--- config.mk ---
export PLATFORM = sky130hd
export DESIGN_NAME = pipe_stage_reg
export DESIGN_NICKNAME = d
export VERILOG_FILES = /design/src/rtl/pipe_stage_reg.sv
export SDC_FILE = /design/constraint.sdc
export NUM_CORES = 1
export LEC_CHECK = 0
export ABC_AREA = 1
export ABC_CLOCK_PERIOD_IN_PS = 5400
export CELL_PAD_IN_SITES_DETAIL_PLACEMENT = 1
export CELL_PAD_IN_SITES_GLOBAL_PLACEMENT = 2
export CORE_MARGIN = 10
export CORE_UTILIZATION = 23
export DETAILED_ROUTE_END_ITERATION = 16
export PLACE_DENSITY = 0.7
export SLEW_MARGIN = 0
export SYNTH_ARGS = -nofsm -noshare
export SYNTH_HDL_FRONTEND = slang
export SYNTH_SLANG_ARGS = --single-unit
export TNS_END_PERCENT = 20
--- constraint.sdc ---
create_clock -name i_clk -period 5.4 [get_ports i_clk]
set_clock_uncertainty 0.2 [all_clocks]
set_input_delay 1.08 -clock i_clk [delete_from_list [all_inputs] [get_ports i_clk]]
set_output_delay 1.08 -clock i_clk [all_outputs]
set_load 0.01 [all_outputs]
--- src/rtl/pipe_stage_reg.sv ---
// ---------------------------------------------------------------------------
// pipe_stage_reg
//
// Handshaked pipeline boundary register used between core stages (IF/ID,
// ID/EX, EX/MEM, MEM/WB). It moves an opaque payload and a control bundle
// across one clock edge under valid/ready flow control. It supports a
// synchronous flush and zeroes control whenever the stage holds a bubble.
// It also keeps a saturating stall-cycle counter for performance debug.
//
// Optional feature macro: PIPE_STAGE_SKID_EN
//   Undefined (default): single main register, capacity 1. o_up_ready is
//                        combinational from i_dn_ready.
//   Defined            : adds a one-entry skid register, capacity 2.
//                        o_up_ready is a pure register output (~skid valid).
//
// Parameters
//   DATA_W : payload width
//   CTRL_W : control bundle width (zero whenever the stage holds a bubble)
//   CNT_W  : stall counter width (saturating)
//
// Ports
//   i_clk       : clock, rising edge
//   i_rst       : asynchronous active-high reset
//   i_up_valid  : upstream presents an entry
//   o_up_ready  : stage accepts the upstream entry this cycle
//   i_up_data   : upstream payload
//   i_up_ctrl   : upstream control bundle
//   i_flush     : kill every entry held in this stage (highest priority)
//   o_dn_valid  : stage holds a valid entry for downstream
//   i_dn_ready  : downstream consumes o_dn_* this cycle
//   o_dn_data   : registered payload
//   o_dn_ctrl   : registered control, zero when o_dn_valid is low
//   o_stall_cnt : cycles with o_dn_valid high and i_dn_ready low
// ---------------------------------------------------------------------------
module pipe_stage_reg #(
   parameter int DATA_W = 32,
   parameter int CTRL_W = 8,
   parameter int CNT_W  = 16
) (
   input  logic              i_clk,
   input  logic              i_rst,
   input  logic              i_up_valid,
   output logic              o_up_ready,
   input  logic [DATA_W-1:0] i_up_data,
   input  logic [CTRL_W-1:0] i_up_ctrl,
   input  logic              i_flush,
   output logic              o_dn_valid,
   input  logic              i_dn_ready,
   output logic [DATA_W-1:0] o_dn_data,
   output logic [CTRL_W-1:0] o_dn_ctrl,
   output logic [CNT_W-1:0]  o_stall_cnt
);

   // Main register (M): drives the downstream outputs directly.
   logic              r_mValid;
   logic [DATA_W-1:0] r_mData;
   logic [CTRL_W-1:0] r_mCtrl;

   // Saturating stall counter.
   logic [CNT_W-1:0]  r_stallCnt;

   // Handshake helpers.
   logic              w_upReady;
   logic              w_upXfer;
   logic              w_mLoad;
   logic              w_stall;

   // M may take a new value when it is empty or its content leaves this
   // cycle; otherwise it must hold every field.
   assign w_mLoad  = ~r_mValid | i_dn_ready;
   assign w_stall  = r_mValid & ~i_dn_ready;
   assign w_upXfer = i_up_valid & w_upReady;

`ifdef PIPE_STAGE_SKID_EN
   // Skid register (S): catches the one entry that upstream pushes in the
   // cycle before it can observe ready dropping.
   logic              r_sValid;
   logic [DATA_W-1:0] r_sData;
   logic [CTRL_W-1:0] r_sCtrl;

   // Ready depends only on stored state, so i_dn_ready never reaches
   // upstream combinationally. Accepting is possible while S is free.
   assign w_upReady = ~r_sValid;

   // M/S update. Flush beats everything. When M can load, a waiting S
   // entry goes first to preserve order. Upstream cannot transfer in that
   // case because ready is low while S is valid. When M is stuck, an
   // accepted upstream entry parks in S.
   always_ff @(posedge i_clk or posedge i_rst) begin
      if (i_rst) begin
         r_mValid <= 1'b0;
         r_mData  <= '0;
         r_mCtrl  <= '0;
         r_sValid <= 1'b0;
         r_sData  <= '0;
         r_sCtrl  <= '0;
      end else if (i_flush) begin
         r_mValid <= 1'b0;
         r_mCtrl  <= '0;
         r_sValid <= 1'b0;
         r_sCtrl  <= '0;
      end else if (w_mLoad) begin
         if (r_sValid) begin
            r_mValid <= 1'b1;
            r_mData  <= r_sData;
            r_mCtrl  <= r_sCtrl;
            r_sValid <= 1'b0;
            r_sCtrl  <= '0;
         end else if (w_upXfer) begin
            r_mValid <= 1'b1;
            r_mData  <= i_up_data;
            r_mCtrl  <= i_up_ctrl;
         end else begin
            r_mValid <= 1'b0;
            r_mCtrl  <= '0;
         end
      end else if (w_upXfer) begin
         r_sValid <= 1'b1;
         r_sData  <= i_up_data;
         r_sCtrl  <= i_up_ctrl;
      end
   end
`else
   // Without a skid slot the stage can only accept when M is free or
   // draining, which makes ready combinational from i_dn_ready.
   assign w_upReady = w_mLoad;

   // M update. Flush beats everything. On a load without an upstream
   // transfer the stage becomes a bubble: control is zeroed and data holds.
   always_ff @(posedge i_clk or posedge i_rst) begin
      if (i_rst) begin
         r_mValid <= 1'b0;
         r_mData  <= '0;
         r_mCtrl  <= '0;
      end else if (i_flush) begin
         r_mValid <= 1'b0;
         r_mCtrl  <= '0;
      end else if (w_mLoad) begin
         if (w_upXfer) begin
            r_mValid <= 1'b1;
            r_mData  <= i_up_data;
            r_mCtrl  <= i_up_ctrl;
         end else begin
            r_mValid <= 1'b0;
            r_mCtrl  <= '0;
         end
      end
   end
`endif

   // Stall counter: counts edges where a valid entry sat unconsumed,
   // including flush cycles. It sticks at all-ones and only reset clears it.
   always_ff @(posedge i_clk or posedge i_rst) begin
      if (i_rst) begin
         r_stallCnt <= '0;
      end else if (w_stall && (r_stallCnt != {CNT_W{1'b1}})) begin
         r_stallCnt <= r_stallCnt + 1'b1;
      end
   end

   // Output drive.
   assign o_up_ready  = w_upReady;
   assign o_dn_valid  = r_mValid;
   assign o_dn_data   = r_mData;
   assign o_dn_ctrl   = r_mCtrl;
   assign o_stall_cnt = r_stallCnt;

endmodule

==> impl_metrics.csv, run 1 <==
group,metric,value,unit
clocking,cts_post_setup_buffers_inserted,0,
synth,syn_area,0.002739,mm²
worst_setup_path,worstRegToRegCells,3,
clocking,clkSlewWorstSetupHoldPaths,50,ps
die,core_outline_area,0.01152,mm²
synth,synth-warning-count,0,
die,fp.dieArea,0.01667,mm²
pwr,netSwitchingFraction,26.83,%
worst_setup_path,criticalPathCategory,"in2out",
routing,vias,2168,
synth,yosys.area.top_type,"dfrtp_1",
routing,viasPerCell,4.268,
routing,drt_pass1_iterations,4,
global_routing,globalRoute.totalOverflow,0,
placement,finalWeightedCongestion,0.6745,
global_routing,grt_first_pass_wirelength,13460,µm
clocking,cts_inserted_buffers,9,
global_routing,number_of_global_route_vias_before_repair,2482,
pwr,vdd_drop_max,0.1937,mV
clocking,cts-hold-fix-buffers,0,
pwr,power.total,1.434,mW
finish,finish.net_count,406,
placement,io_buffers,102,
global_routing,grt_util_all_layers,10.53,%
die,pin_count,103,
die,die_x,129.1,µm
routing,detail_routed_net_length_per_standard_cell,16.43,µm
synth,synth-async-reset-ratio,100.0,%
pwr,power.leakage,1.919,nW
pwr,part_of_the_total_power_dissipated_in_combinational_logic,23.1,%
pwr,clockPowerShare,39.1,%
synth,postSynthAreaPerCell,10.96,µm²
global_routing,pin_count_of_the_biggest_net_entering_global_routing,42,
die,initial_utilization,23.78,%
die,floorplan.rows,39,
flow_run,drv.max_cap_violation_count,0,
timing,finalWorstPathRequiredPeriod,3590,ps
worst_setup_path,worstPathArrival,2310,ps
routing,detail_route.iter0.violations,48,
timing,timing.final.max_slew_violations,0,
routing,remaining_drcs,0,
worst_setup_path,cp_max_fo,8,
global_routing,initial_antenna_violation_count,0,
timing,max_freq,0.2786,GHz
synth,synth.yosys.seq_area_share,52.08,%
synth,synth_ff_type,"dfrtp_1",
synth,postSynthCellCount,250,
hold_path,hold_path_depth,1,
routing,route.final.wire_length,8347,µm
synth,flop_and_latch_count_out_of_synthesis,57,
synth,synth-edff-count,0,
clocking,ctsRootBufferMaster,"clkbuf_16",
pwr,seq_power_share,37.8,%
routing,detail_route_antenna_nets,0,
worst_setup_path,crit_path_end_kind,"output pin",
clocking,cts_tree,"done",
clocking,clock_tree.buffer_depth,2,
finish,area_growth_syn_to_layout,52.58,%
finish,n_antenna_cell,0,
clocking,clock_tree.htree_level_count,3,
synth,synthesis.nets,296,
worst_setup_path,data_required_time_at_the_worst_endpoint,4120,ps
timing,max_slew.worst_pin.slew,864.7,ps
hold_path,worst_hold_path_type,"reg2reg",
worst_setup_path,crit_path_start_kind,"input port",
pwr,pwr_density_cell,343.1,mW/mm²
die,chipHeight,129.1,µm
timing,total_of_endpoints_with_negative_setup_slack_in_the_final_report,0,
synth,yosysUniqueCellTypes,28,
timing,fin_crit_sh,66.47,%
timing,slew-limit-headroom,42.35,%
synth,synthDominantCellAreaShare,52.08,%
run_status,run_status,"finished, final reports clean",
clocking,insertion_delay,330,ps
timing,finalSetupTns,0,ps
placement,dp_hpwl,6276,µm
clocking,cts_sinks,57,
clocking,cts-resized-gates,0,
timing,timing.final.hold_violations,0,
pwr,p_sw,384.7,µW
timing,rsz0062_at_grt,"false",
finish,post_route_cells_drive_above_1_share,17.81,%
synth,synth.area.top_cells,"dfrtp_1 (52%), mux2_4 (16%), nand2_1 (8.4%)",
pwr,internal-power,1.049,mW
-- placed cells by master (no fill, tap or decap), types with 3 or more instances in the layout --
cell / n
nand2_1: 61
dfrtp_1: 57
nand3_1: 12
o21ai_0: 14
mux2_4: 30
inv_1: 23
nand3b_1: 3
clkdlybuf4s50_1: 102
nor2_1: 14
nor2_4: 4
clkinv_2: 3
nor2_2: 4
o21ai_1: 4
clkbuf_16: 9
-- registers in the layout, indices dropped and copies added (netlist names) --
name	flops
o_dn_data	32
o_dn_ctrl	8
o_stall_cnt	16
o_dn_valid	1
-- worst max-delay path, cell delays in order --
cell             delay, ps
clkdlybuf4s50_1        450
inv_1                   90
nand2_8                120
clkdlybuf4s50_1        550
-- synth_stat cells, types with 2 or more instances --
cell,count
buf_8,3
dfrtp_1,57
inv_1,24
mux2_4,30
nand2_1,61
nand2_2,2
nand2_4,2
nand3_1,12
nand3b_1,3
nand4_1,2
nor2_1,14
nor2_2,4
nor2_4,4
o21ai_0,14
o21ai_1,4
xnor2_1,2
-- layer usage --
metal	global-route usage, %	part of all wire [%]	wire length [µm]	vias to the layer above
met3	8.646	15	1271	8
met4	3.411	1.2	103	0
met2	15.46	45	3726	80
li1	-	-	-	1021
met5	0	0	0	-
met1	11.14	39	3245	1059
-- per-stage QoR --
stage | cell area, µm² | worst slack [ps] | cells | hold slack, ps | util [%]
floorplan | 2739 | 2720 | 250 | 334.4 | -
global placement | 3890 | 1812 | 492 | 279.7 | 33.78
detailed placement | 3890 | 1797 | 492 | 280.7 | 33.78
CTS | 4179 | 1792 | 508 | 292.9 | 36.29
global route | 4179 | 1763 | 508 | 310.9 | 36.29
finish | 4179 | 1810 | 508 | 286.2 | 36.29
-- final cells by class --
type,instances,area [µm²]
timing repair buffer,103,1028
clock inverter,5,56.30
inverter,27,102.6
sequential,57,1426
tap,143,178.9
clock buffer,11,232.7
multi-input combinational,162,1154
fill,1301,7337
-- power groups by stage --
stage | combinational, mW | sequential [mW] | clock (mW)
after floorplan | 0.122 | 0.567 | 0
after global placement | 0.334 | 0.545 | 0
after detailed placement | 0.339 | 0.547 | 0
after CTS | 0.341 | 0.543 | 0.583
after global routing | 0.361 | 0.553 | 0.605
final | 0.331 | 0.541 | 0.561
-- path summary, 6_finish.rpt --
path | from | to | slack (ps)
min reg2reg | o_dn_data[30] | o_dn_data[30] | 290
max | i_dn_ready | o_up_ready | 1810
min in group asynchronous | i_rst | o_dn_data[29] | 1030
max reg2reg | o_dn_valid | o_dn_data[30] | 3390
min | o_dn_data[30] | o_dn_data[30] | 290
max in group asynchronous | i_rst | o_dn_data[20] | 3150
-- cells by family after synthesis --
logic type | after synthesis | share of synthesized area, %
fa+ha+maj | 1 | 0.4568
flops | 57 | 52.08
xor+xnor | 3 | 0.9595
simple gates | 108 | 20.15
mux | 32 | 17.27
compound gates | 18 | 3.289
buf+inv | 31 | 5.801
(Power assumes the default switching activity.)
==> inputs of run 2 (changes only) <==
ABC_CLOCK_PERIOD_IN_PS = 3500   (was 5400)
clock period = 3.5 ns   (was 5.4 ns; I/O delays follow)
==> impl_metrics.csv, run 2 (synthesis results as in run 1) <==
group,metric,value,unit
placement,dp_hpwl,6297,µm
finish,layout.cells.most_common_list,"clkdlybuf4s50_1 (102), nand2_1 (61), dfrtp_1 (57), mux2_4 (30), inv_1 (23)",
die,fp.dieArea,0.01667,mm²
routing,remaining_drcs,0,
timing,fin_crit_sh,80.80,%
pwr,p_sw,568.7,µW
finish,layout.cells.non_filler,508,
die,core_outline_area,0.01152,mm²
timing,max_freq,0.3536,GHz
global_routing,grt_util_all_layers,10.16,%
clocking,clkSlewWorstSetupHoldPaths,50,ps
die,initial_utilization,23.78,%
clocking,cts-hold-fix-buffers,0,
pwr,part_of_the_total_power_dissipated_in_combinational_logic,22.0,%
clocking,cts_sinks,57,
finish,post_route_cells_drive_above_1_share,18.08,%
run_status,run_status,"finished, final reports clean",
global_routing,globalRoute.totalOverflow,0,
finish,filler_cells_inserted,1302,
pwr,vdd_drop_max,0.2202,mV
worst_setup_path,cp.buffers_inverters,3,
worst_setup_path,crit_path_end_kind,"output pin",
clocking,clock_tree.htree_level_count,3,
worst_setup_path,criticalPathCategory,"in2out",
clocking,cts_tree,"done",
flow_run,drv.max_cap_violation_count,0,
timing,finalSetupTns,0,ps
routing,vias,2128,
clocking,cts_post_setup_buffers_inserted,0,
finish,largest_reg_flops,32,
worst_setup_path,path_delay_family,"buffers and inverters",
pwr,netSwitchingFraction,24.53,%
timing,timing.final.hold_violations,0,
timing,total_of_endpoints_with_negative_setup_slack_in_the_final_report,0,
worst_setup_path,worst_path_largest_cell_delay,550,ps
die,die_x,129.1,µm
global_routing,pin_count_of_the_biggest_net_entering_global_routing,30,
pwr,pwr_density_cell,545.2,mW/mm²
routing,route.final.wire_length,8106,µm
die,floorplan.rows,39,
worst_setup_path,cp_max_fo,8,
timing,slew-limit-headroom,56.48,%
placement,io_buffers,102,
timing,rsz0062_at_grt,"false",
finish,layout.cells.most_common,"clkdlybuf4s50_1",
die,chipHeight,129.1,µm
clocking,cts-resized-gates,0,
timing,max_slew.worst_pin.slew,651.8,ps
timing,timing.final.max_slew_violations,0,
global_routing,grt_first_pass_wirelength,13120,µm
routing,viasPerCell,4.189,
routing,detail_routed_net_length_per_standard_cell,15.96,µm
pwr,clockPowerShare,41.8,%
finish,n_antenna_cell,0,
clocking,cts_inserted_buffers,9,
timing,finalWorstPathRequiredPeriod,2828,ps
hold_path,worst_hold_path_type,"reg2reg",
global_routing,number_of_global_route_vias_before_repair,2421,
finish,area_growth_syn_to_layout,55.28,%
routing,detail_route.iter0.violations,60,
worst_setup_path,path_cells,"clkdlybuf4s50_1 -> inv_1 -> nand2_8 -> clkdlybuf4s50_1",
worst_setup_path,cpMaxStageDelayCell,"clkdlybuf4s50_1",
routing,drt_pass1_iterations,4,
pwr,internal-power,1.750,mW
worst_setup_path,cell_seen_most_often_among_critical_path_stages,"clkdlybuf4s50_1",
die,pin_count,103,
clocking,insertion_delay,330,ps
placement,finalWeightedCongestion,0.7032,
worst_setup_path,data_required_time_at_the_worst_endpoint,2600,ps
worst_setup_path,crit_path_start_kind,"input port",
pwr,seq_power_share,36.1,%
worst_setup_path,worstPathArrival,1930,ps
pwr,power.leakage,1.957,nW
placement,dp_cells,493,
finish,finish.net_count,407,
clocking,clock_tree.buffer_depth,2,
timing,hold-worst-slack,289.3,ps
routing,detail_route_antenna_nets,0,
clocking,ctsRootBufferMaster,"clkbuf_16",
global_routing,initial_antenna_violation_count,0,
==> run 2: changes by cell type in the layout (fill, tap and decap cells not counted), sizes merged <==
cell	delta
buf	+1
bufinv	+1
clkbuf	+2
clkinv	-3
clkinvlp	-1
==> run 2: power groups by stage <==
stage               Sequential, mW  Clock (mW)  Combinational (mW)
detailed placement           0.845           0               0.526
finish                       0.838       0.970               0.511
floorplan                    0.874           0               0.188
global placement             0.846           0               0.517
global route                 0.856        1.03               0.555
CTS                          0.840       0.999               0.526
==> run 2: metal layers <==
metal | share of wire, % | GRT usage (%)
met1 | 41 | 11.08
met5 | 0 | 0
met3 | 14 | 7.219
met2 | 43 | 14.82
met4 | 1.7 | 4.415
==> run 2: final cells by class <==
type	count	area (µm²)	area share (%)
Clock inverter	2	60.06	1.412
Tap cell	143	178.9	4.207
Clock buffer	13	270.3	6.355
Inverter	27	102.6	2.412
Sequential cell	57	1426	33.54
Multi-Input combinational cell	162	1154	27.13
Timing Repair Buffer	104	1061	24.95
==> run 2: worst paths after layout <==
path                            endpoint  slack [ps]  cells after the start          start
min in group asynchronous  o_dn_data[29]         590                      2          i_rst
setup reg to reg           o_dn_data[20]        1580                      4     o_dn_valid
max in group asynchronous  o_dn_data[20]        1920                      3          i_rst
setup / recovery              o_up_ready         670                      4     i_dn_ready
hold reg to reg            o_dn_data[30]         290                      1  o_dn_data[30]
hold / removal             o_dn_data[30]         290                      1  o_dn_data[30]
==> run 2: worst reg2reg max path, stage by stage (launching register included) <==
cell,delay [ps]
dfrtp_1,430
nand2_8,150
nand3_4,380
buf_12,330
mux2_4,300
==> run 2: through the flow <==
stage                     setup WS (ps)  cell area [µm²]  total power [mW]  utilization, %
after floorplan                    1200             2739             1.062               -
after global placement            667.2             3923             1.363           34.06
after detailed placement          671.5             3923             1.371           34.06
after CTS                         659.1             4253             2.365           36.93
after global routing              596.3             4253             2.438           36.93
final                             671.9             4253             2.319           36.93
==> inputs of run 3 (changes only) <==
ABC_CLOCK_PERIOD_IN_PS = 2550   (was 3500)
PLACE_DENSITY = 0.73   (was 0.7)
clock period = 2.55 ns   (was 3.5 ns; I/O delays follow)
==> impl_metrics.csv, run 3 (synthesis results as in run 1) <==
group,metric,value,unit
pwr,power.leakage,1.935,nW
die,chipHeight,129.1,µm
pwr,vdd_drop_max,0.2620,mV
clocking,cts_post_setup_buffers_inserted,0,
timing,hold-worst-slack,296.8,ps
die,initial_utilization,23.78,%
clocking,clock_tree.htree_level_count,3,
worst_setup_path,criticalPathCategory,"in2out",
timing,rsz0062_at_grt,"false",
routing,drt_pass1_iterations,4,
finish,largest_reg_flops,32,
clocking,clkSlewWorstSetupHoldPaths,60,ps
timing,timing.final.hold_violations,0,
clocking,clock_tree.buffer_depth,2,
die,core_outline_area,0.01152,mm²
global_routing,globalRoute.totalOverflow,0,
global_routing,pin_count_of_the_biggest_net_entering_global_routing,58,
routing,route.final.wire_length,8006,µm
clocking,cts_sinks,57,
clocking,cts-hold-fix-buffers,0,
finish,area_growth_syn_to_layout,53.95,%
die,die_x,129.1,µm
finish,finish.net_count,410,
worst_setup_path,crit_path_end_kind,"output pin",
clocking,ctsRootBufferMaster,"clkbuf_16",
run_status,run_status,"finished, final reports clean",
global_routing,initial_antenna_violation_count,0,
timing,total_of_endpoints_with_negative_setup_slack_in_the_final_report,0,
clocking,cts-resized-gates,0,
worst_setup_path,data_required_time_at_the_worst_endpoint,1840,ps
routing,detail_route.iter0.violations,29,
hold_path,worst_hold_path_type,"reg2reg",
placement,finalWeightedCongestion,0.6986,
pwr,netSwitchingFraction,27.11,%
pwr,pwr_density_cell,699.2,mW/mm²
timing,max_slew.worst_pin.slew,322.7,ps
worst_setup_path,cp_max_fo,8,
routing,remaining_drcs,0,
timing,finalSetupTns,0,ps
placement,io_buffers,102,
die,pin_count,103,
timing,slew-limit-headroom,78.49,%
clocking,insertion_delay,310,ps
pwr,seq_power_share,38.8,%
flow_run,drv.max_cap_violation_count,0,
global_routing,grt_first_pass_wirelength,12990,µm
routing,detail_route_antenna_nets,0,
routing,vias,2133,
finish,n_antenna_cell,0,
global_routing,grt_util_all_layers,9.888,%
finish,filler_cells_inserted,1278,
timing,timing.final.max_slew_violations,0,
finish,layout.cells.most_common_list,"clkdlybuf4s50_1 (102), nand2_1 (61), dfrtp_1 (57), mux2_4 (30), inv_1 (23)",
pwr,p_sw,799.4,µW
die,fp.dieArea,0.01667,mm²
timing,max_freq,0.4115,GHz
routing,detail_routed_net_length_per_standard_cell,15.67,µm
finish,layout.cells.most_common,"clkdlybuf4s50_1",
worst_setup_path,crit_path_start_kind,"input port",
timing,fin_crit_sh,95.29,%
pwr,clockPowerShare,37.2,%
finish,post_route_cells_drive_above_1_share,19.02,%
clocking,cts_tree,"done",
pwr,power.total,2.948,mW
clocking,cts_inserted_buffers,9,
pwr,part_of_the_total_power_dissipated_in_combinational_logic,24.0,%
global_routing,number_of_global_route_vias_before_repair,2409,
die,floorplan.rows,39,
worst_setup_path,worstPathArrival,1720,ps
routing,viasPerCell,4.174,
placement,dp_hpwl,6171,µm
pwr,internal-power,2.149,mW
timing,finalWorstPathRequiredPeriod,2430,ps
run 3: final cells by class:
class | instances | area, µm² | area share (%)
flip-flops and latches | 57 | 1426 | 33.83
multi-input cells | 162 | 1154 | 27.36
repair buffers | 107 | 1084 | 25.70
clock buffers | 10 | 239.0 | 5.668
well taps | 143 | 178.9 | 4.243
inverters | 27 | 102.6 | 2.433
clock inverters | 5 | 32.53 | 0.7715
run 3: worst max-delay path, cell delays in order:
cell and delay (ps):
clkdlybuf4s50_1 460, inv_1 80, nand2_8 110, clkdlybuf4s50_1 550
run 3: metrics by stage:
stage / cells / utilization [%] / setup slack (ps) / area [µm²]
4_1_cts: 511 / 36.61 / 109.2 / 4217
6_report: 511 / 36.61 / 120.2 / 4217
2_1_floorplan: 250 / - / 440.4 / 2739
5_1_grt: 511 / 36.61 / 89.15 / 4217
3_5_place_dp: 496 / 34.26 / 110.1 / 3945
3_3_place_gp: 496 / 34.26 / 115.4 / 3945
run 3: layer usage:
layer | vias to the layer above | global-route usage, % | routed length (µm)
li1 | 1031 | - | -
met1 | 1036 | 10.73 | 3172
met2 | 62 | 15.67 | 3839
met3 | 4 | 6.485 | 957
met4 | 0 | 2.609 | 38
met5 | - | 0 | 0
run 3: final timing paths:
check                           cells past startpoint  slack [ps]              to      startpoint
max in group asynchronous                           3        1510    o_dn_data[8]           i_rst
min in group asynchronous                           3         370   o_dn_data[10]           i_rst
worst max-delay path                                4         120      o_up_ready      i_dn_ready
worst min register to register                      1         300   o_dn_data[30]   o_dn_data[30]
worst max register to register                      9         690  o_stall_cnt[1]  o_stall_cnt[0]
worst min-delay path                                1         300   o_dn_data[30]   o_dn_data[30]
run 3: power groups by stage:
stage | Clock, mW | Combinational, mW | Sequential (mW)
floorplan | 0 | 0.258 | 1.20
CTS | 1.14 | 0.730 | 1.15
detailed placement | 0 | 0.730 | 1.15
global placement | 0 | 0.715 | 1.16
finish | 1.10 | 0.708 | 1.14
global route | 1.19 | 0.773 | 1.17
